### config.mk
export PLATFORM = sky130hd
export DESIGN_NAME = chrono_counter
export DESIGN_NICKNAME = d
export VERILOG_FILES = /design/src/rtl/chrono_counter.sv
export SDC_FILE = /design/constraint.sdc
export NUM_CORES = 1
export LEC_CHECK = 0
export ABC_CLOCK_PERIOD_IN_PS = 2100
export CORE_ASPECT_RATIO = 1.1
export CORE_MARGIN = 1
export CORE_UTILIZATION = 52
export DETAILED_ROUTE_END_ITERATION = 8
export GPL_TIMING_DRIVEN = 0
export PLACE_DENSITY = 0.82
export SETUP_SLACK_MARGIN = 0.05
export SYNTH_ARGS = -nofsm -noshare
export SYNTH_HDL_FRONTEND = slang
export SYNTH_SLANG_ARGS = --single-unit
### constraint.sdc
create_clock -name clk_in -period 2.1 [get_ports clk_in]
set_input_delay 0.42 -clock clk_in [delete_from_list [all_inputs] [get_ports clk_in]]
set_output_delay 0.42 -clock clk_in [all_outputs]
set_load 0.005 [all_outputs]
### src/rtl/chrono_counter.sv
`default_nettype none
// ============================================================================
// Module      : chrono_counter
// Description : Stopwatch time base. Accumulates 100 Hz tick pulses as packed
//               BCD MM:SS.cc and handles run/pause, lap freeze and clear
//               commands. Every output is registered.
// Ports       :
//   clk_in      - system clock (the same clock the divider runs on)
//   rst_n       - asynchronous active-low reset
//   tick        - one-cycle 100 Hz pulse; each pulse is one centisecond
//   start_stop  - command pulse: toggle run/pause
//   lap         - command pulse: freeze/unfreeze the display while counting
//   clear       - command pulse: zero the count (honoured only when paused)
//   disp        - {min_t, min_u, sec_t, sec_u, cs_t, cs_u}, BCD, MSB first
//   running     - 1 in RUN or LAP
//   lap_active  - 1 in LAP
//   ovf         - sticky flag, set when the count wraps past MIN_MAX:59.99
// Revision    : 1.0 - initial release
// ============================================================================
module chrono_counter #(
    parameter int MIN_MAX = 59
) (
    input  logic        clk_in,
    input  logic        rst_n,
    input  logic        tick,
    input  logic        start_stop,
    input  logic        lap,
    input  logic        clear,
    output logic [23:0] disp,
    output logic        running,
    output logic        lap_active,
    output logic        ovf
);

    localparam logic [3:0] C_MIN_T = 4'(MIN_MAX / 10);
    localparam logic [3:0] C_MIN_U = 4'(MIN_MAX % 10);

    typedef enum logic [1:0] {
        S_IDLE  = 2'd0,
        S_RUN   = 2'd1,
        S_PAUSE = 2'd2,
        S_LAP   = 2'd3
    } state_t;

    state_t      r_state;
    state_t      w_state_nxt;
    logic [23:0] r_count;
    logic [23:0] r_snap;
    logic [23:0] w_count_inc;
    logic [23:0] w_count_nxt;
    logic [23:0] w_snap_nxt;
    logic        w_ovf_nxt;
    logic        w_cnt_en;
    logic        w_wrap;
    logic [3:0]  w_mt, w_mu, w_st, w_su, w_ct, w_cu;

    // Counting follows the state held at the start of the cycle, so a tick
    // coincident with a start/stop command is judged by the old state.
    assign w_cnt_en = tick && ((r_state == S_RUN) || (r_state == S_LAP));

    // One-cycle BCD ripple increment of the whole MM:SS.cc value.
    always_comb begin
        {w_mt, w_mu, w_st, w_su, w_ct, w_cu} = r_count;
        w_wrap = 1'b0;
        if (w_cu != 4'd9) begin
            w_cu = w_cu + 4'd1;
        end else begin
            w_cu = 4'd0;
            if (w_ct != 4'd9) begin
                w_ct = w_ct + 4'd1;
            end else begin
                w_ct = 4'd0;
                if (w_su != 4'd9) begin
                    w_su = w_su + 4'd1;
                end else begin
                    w_su = 4'd0;
                    if (w_st != 4'd5) begin
                        w_st = w_st + 4'd1;
                    end else begin
                        w_st = 4'd0;
                        if ((w_mt == C_MIN_T) && (w_mu == C_MIN_U)) begin
                            w_mt   = 4'd0;
                            w_mu   = 4'd0;
                            w_wrap = 1'b1;
                        end else if (w_mu == 4'd9) begin
                            w_mu = 4'd0;
                            w_mt = w_mt + 4'd1;
                        end else begin
                            w_mu = w_mu + 4'd1;
                        end
                    end
                end
            end
        end
        w_count_inc = {w_mt, w_mu, w_st, w_su, w_ct, w_cu};
    end

    // Next-state and datapath update. Command priority is clear >
    // start_stop > lap, applied only where the command is legal.
    always_comb begin
        w_state_nxt = r_state;
        w_count_nxt = w_cnt_en ? w_count_inc : r_count;
        w_snap_nxt  = r_snap;
        w_ovf_nxt   = ovf | (w_cnt_en & w_wrap);
        case (r_state)
            S_IDLE: begin
                if (start_stop) w_state_nxt = S_RUN;
            end
            S_RUN: begin
                if (start_stop) begin
                    w_state_nxt = S_PAUSE;
                end else if (lap) begin
                    w_state_nxt = S_LAP;
                    // Snapshot includes a tick arriving in this same cycle.
                    w_snap_nxt  = w_count_nxt;
                end
            end
            S_LAP: begin
                if (start_stop) begin
                    w_state_nxt = S_PAUSE;
                end else if (lap) begin
                    w_state_nxt = S_RUN;
                end
            end
            S_PAUSE: begin
                if (clear) begin
                    w_state_nxt = S_IDLE;
                    w_count_nxt = 24'h000000;
                    w_snap_nxt  = 24'h000000;
                    w_ovf_nxt   = 1'b0;
                end else if (start_stop) begin
                    w_state_nxt = S_RUN;
                end
            end
            default: begin
                w_state_nxt = S_IDLE;
            end
        endcase
    end

    always_ff @(posedge clk_in or negedge rst_n) begin
        if (!rst_n) begin
            r_state    <= S_IDLE;
            r_count    <= 24'h000000;
            r_snap     <= 24'h000000;
            disp       <= 24'h000000;
            running    <= 1'b0;
            lap_active <= 1'b0;
            ovf        <= 1'b0;
        end else begin
            r_state    <= w_state_nxt;
            r_count    <= w_count_nxt;
            r_snap     <= w_snap_nxt;
            ovf        <= w_ovf_nxt;
            // Outputs are built from next-state values so they line up
            // with the state register one cycle after the sampled input.
            disp       <= (w_state_nxt == S_LAP) ? w_snap_nxt : w_count_nxt;
            running    <= (w_state_nxt == S_RUN) || (w_state_nxt == S_LAP);
            lap_active <= (w_state_nxt == S_LAP);
        end
    end

endmodule
`default_nettype wire

==> flow_metrics.env <==
export IMPL_cts_root_buf="clkbuf_8"
export IMPL_setup_worst_path_class="flop to flop"
export IMPL_placedInstanceArea_um2=4150
export IMPL_post_route_worst_setup_slack_ps=-146
export IMPL_pin_count_of_the_biggest_net_entering_global_routing=42
export IMPL_crit_reg2reg_capture="disp[3]"
export IMPL_timing_fmax_mhz=445
export IMPL_fin_setup_tns_ps=-2470
export IMPL_mappedNetlistNets=368
export IMPL_numClockSinks=76
export IMPL_ys_async_sr_fraction=1.00
export IMPL_synth_yosys_seq_area_share=0.514
export IMPL_floorplan_io_pins=33
export IMPL_most_frequent_cells_in_the_layout="73 x dfrtp_1, 34 x nand2_1, 31 x clkdlybuf4s50_1"
export IMPL_synth_yosys_warnings=0
export IMPL_ctsLongestPathBuffers=2
export IMPL_whs_ps=0.399
export IMPL_vias_in_the_first_global_route=2918
export IMPL_syn_mean_instance_area_um2=10.6
export IMPL_worstPathMaxFanout=5
export IMPL_netlist_instances=350
export IMPL_crit_path_launch_type="flop"
export IMPL_synth_edf_count=0
export IMPL_peakVddDrop_mv=0.914
export IMPL_crit_required_ps=2390
export IMPL_regToRegSetupSlack_ps=-150
export IMPL_holdCritPathClass="input port to async pin"
export IMPL_effective_utilization_at_floorplan=0.549
export IMPL_min_period_over_period=1.07
export IMPL_finalCriticalPeriod_ps=2250
export IMPL_yosys_cell_types_count=66
export IMPL_die_area_um2=7460
export IMPL_groute_usage_overall=0.262
export IMPL_die_x_um=82.5
export IMPL_number_of_standard_cell_rows_in_the_floorplan=31
export IMPL_detail_route_drc_violations=0
export IMPL_htreeDepth=3
export IMPL_drt_first_pass_iters=4
export IMPL_failed_checks="setup timing"
export IMPL_worstSetupEndpointType="flop"
export IMPL_critical_path_slowest_cell="dfrtp_2"
export IMPL_num_fill_cells=445
export IMPL_drt_first_iter_violations=139
export IMPL_cts_hold_fix_buffers=0
export IMPL_synth_cell_area_um2=3700
export IMPL_insertion_delay_ps=370
export IMPL_layout_cells_most_common="dfrtp_1"
export IMPL_route_detailed_vias_per_inst=6.06
export IMPL_antenna_found_initial=0
export IMPL_worst_slew_pin_transition_ps=698
export IMPL_setup_skew_after_layout_ps=7.36
export IMPL_via_count=3035
export IMPL_area_delta_synth_final_pct=36.0
export IMPL_insertedDiodeCount=0
export IMPL_multi_input_area_um2=2050
export IMPL_pwr_density_nw_per_um2=1020
export IMPL_grt_setup_unrepaired="true"
export IMPL_final_hold_violation_count=0
export IMPL_cts_tree="done"
export IMPL_total_wirelength_um=9590
export IMPL_worstRegToRegCells=10
export IMPL_layout_drive_gt1_share=0.315
export IMPL_final_cell_area_um2=5040
export IMPL_i_o_buffers=32
export IMPL_gp_congestion=0.898
export IMPL_grt_pass1_wl_um=14400
export IMPL_cap_viol_max_count=0
export IMPL_critical_path_cell_chain="buf_12 -> ha_4 -> buf_6 -> buf_6 -> o211ai_1 -> buf_4 -> a21oi_2 -> o22ai_2 -> nand2_1 -> a31oi_1"
export IMPL_cts_reportedPaths_clkPinSlew_ps=80
export IMPL_max_slew_margin_rel=0.535
export IMPL_final_max_slew_viol_count=0
export IMPL_setup_viol_count_final=25
export IMPL_power_leakage_nw=2.25
export IMPL_detailed_place_hpwl_um=5500
export IMPL_average_wire_length_per_cell_after_detail_routing_um=19.1
export IMPL_grt_overflow=0
export IMPL_power_mw=5.15
export IMPL_ys_seq_elements=76
export IMPL_worst_endpoint_arrival_ps=2540
export IMPL_layout_area_seq_um2=1910
export IMPL_cts_made_buffers=9
export IMPL_ys_dominant_reg_cell="dfrtp_1"
export IMPL_drt_antenna_violating_nets=0
export IMPL_cpMostUsedCell="buf_6"
export IMPL_dp_slack_ps=-543
export IMPL_design_final_nets=432
export IMPL_reg2reg_from="running"
export IMPL_core_um2=6750
export IMPL_critPathMaxStageDelay_ps=480
export IMPL_status="finished with violations"
export IMPL_fp_dieH_um=90.5
kinds of logic (layout without fill, tap and decap cells):
group / count (synthesis) / in the layout / share of synthesized area
compound gates: 72 / 72 / 0.132
xor+xnor: 5 / 5 / 0.0118
fa+ha+maj: 12 / 12 / 0.0405
buf+inv: 28 / 97 / 0.0304
flops: 76 / 76 / 0.514
mux: 24 / 24 / 0.0706
simple gates: 133 / 133 / 0.201
cell type report:
cell class | instances | share of cell area
clock inverter | 7 | 0.0201
timing repair buffer | 56 | 0.117
multi-input combinational | 246 | 0.406
buffer | 14 | 0.0251
inverter | 11 | 0.00819
sequential | 76 | 0.378
tap | 82 | 0.0204
clock buffer | 9 | 0.0246
flip-flops by register name, summed over array words and instances (netlist names):
name        flops
disp           24
r_count        24
r_snap         24
lap_active      1
ovf             1
r_state         1
running         1
worst max path at each step:
| stage | from | to | slack, ps | cells past startpoint |
|---|---|---|---|---|
| finish | running | disp[3] | -150 | 10 |
| global route | running | disp[3] | -270 | 10 |
| CTS | running | disp[21] | -120 | 9 |
| detailed placement | start_stop | disp[4] | -540 | 8 |
| global placement | rst_n | r_snap[21] | -1930 | 1 |
| floorplan | r_state[1] | disp[0] | 50 | 8 |
synthesized netlist by cell type (all sizes together) (3+ instances only):
library cell,number,share of area
nor3,7,0.0095
mux2i,7,0.019
buf,6,0.0081
a31oi,3,0.0051
dfrtp,76,0.51
o21ai,25,0.034
nor2b,7,0.012
nand4,9,0.019
inv,11,0.011
nor4,5,0.0084
clkbuf,11,0.011
nand3,11,0.015
xor2,3,0.0071
and3,5,0.0084
and2,5,0.0084
a21oi,13,0.022
and3b,4,0.0095
or4,3,0.0071
ha,12,0.041
mux2,17,0.052
nand2,37,0.038
o211ai,3,0.0061
nor2,25,0.027
through the flow:
step,utilization,std cells
finish,0.747,501
global route,0.747,501
CTS,0.692,488
detailed placement,0.614,465
global placement,0.612,464
floorplan,-,350
worst max-delay path: cells and delay by family (launching register included):
kind | cells | cell delay (ps)
flip-flops | 1 | 480
AO/OA/AOI/OAI | 4 | 830
AND/OR/NAND/NOR | 1 | 130
buffers and inverters | 4 | 570
adder cells (fa/ha/maj) | 1 | 160
per-layer routing:
layer | GRT usage | up-vias | share of wire
li1 | - | 1385 | -
met1 | 0.325 | 1533 | 0.41
met3 | 0.0616 | 31 | 0.048
met4 | 0.123 | 0 | 0.040
met5 | 0 | - | 0
met2 | 0.423 | 86 | 0.50
timing repair:
item | CTS | global route
buffers inserted | 7 | 12
pin swaps | 5 | 21
cloned | 3 | 1
gates resized for setup | 65 | 62
endpoints found under the setup margin | 49 | 40
power by group:
group	switching [mW]	internal [mW]
registers	0.157	1.64
clock network	0.583	0.674
logic	1.02	1.08
Note: power is estimated with default switching activity, not from simulation.
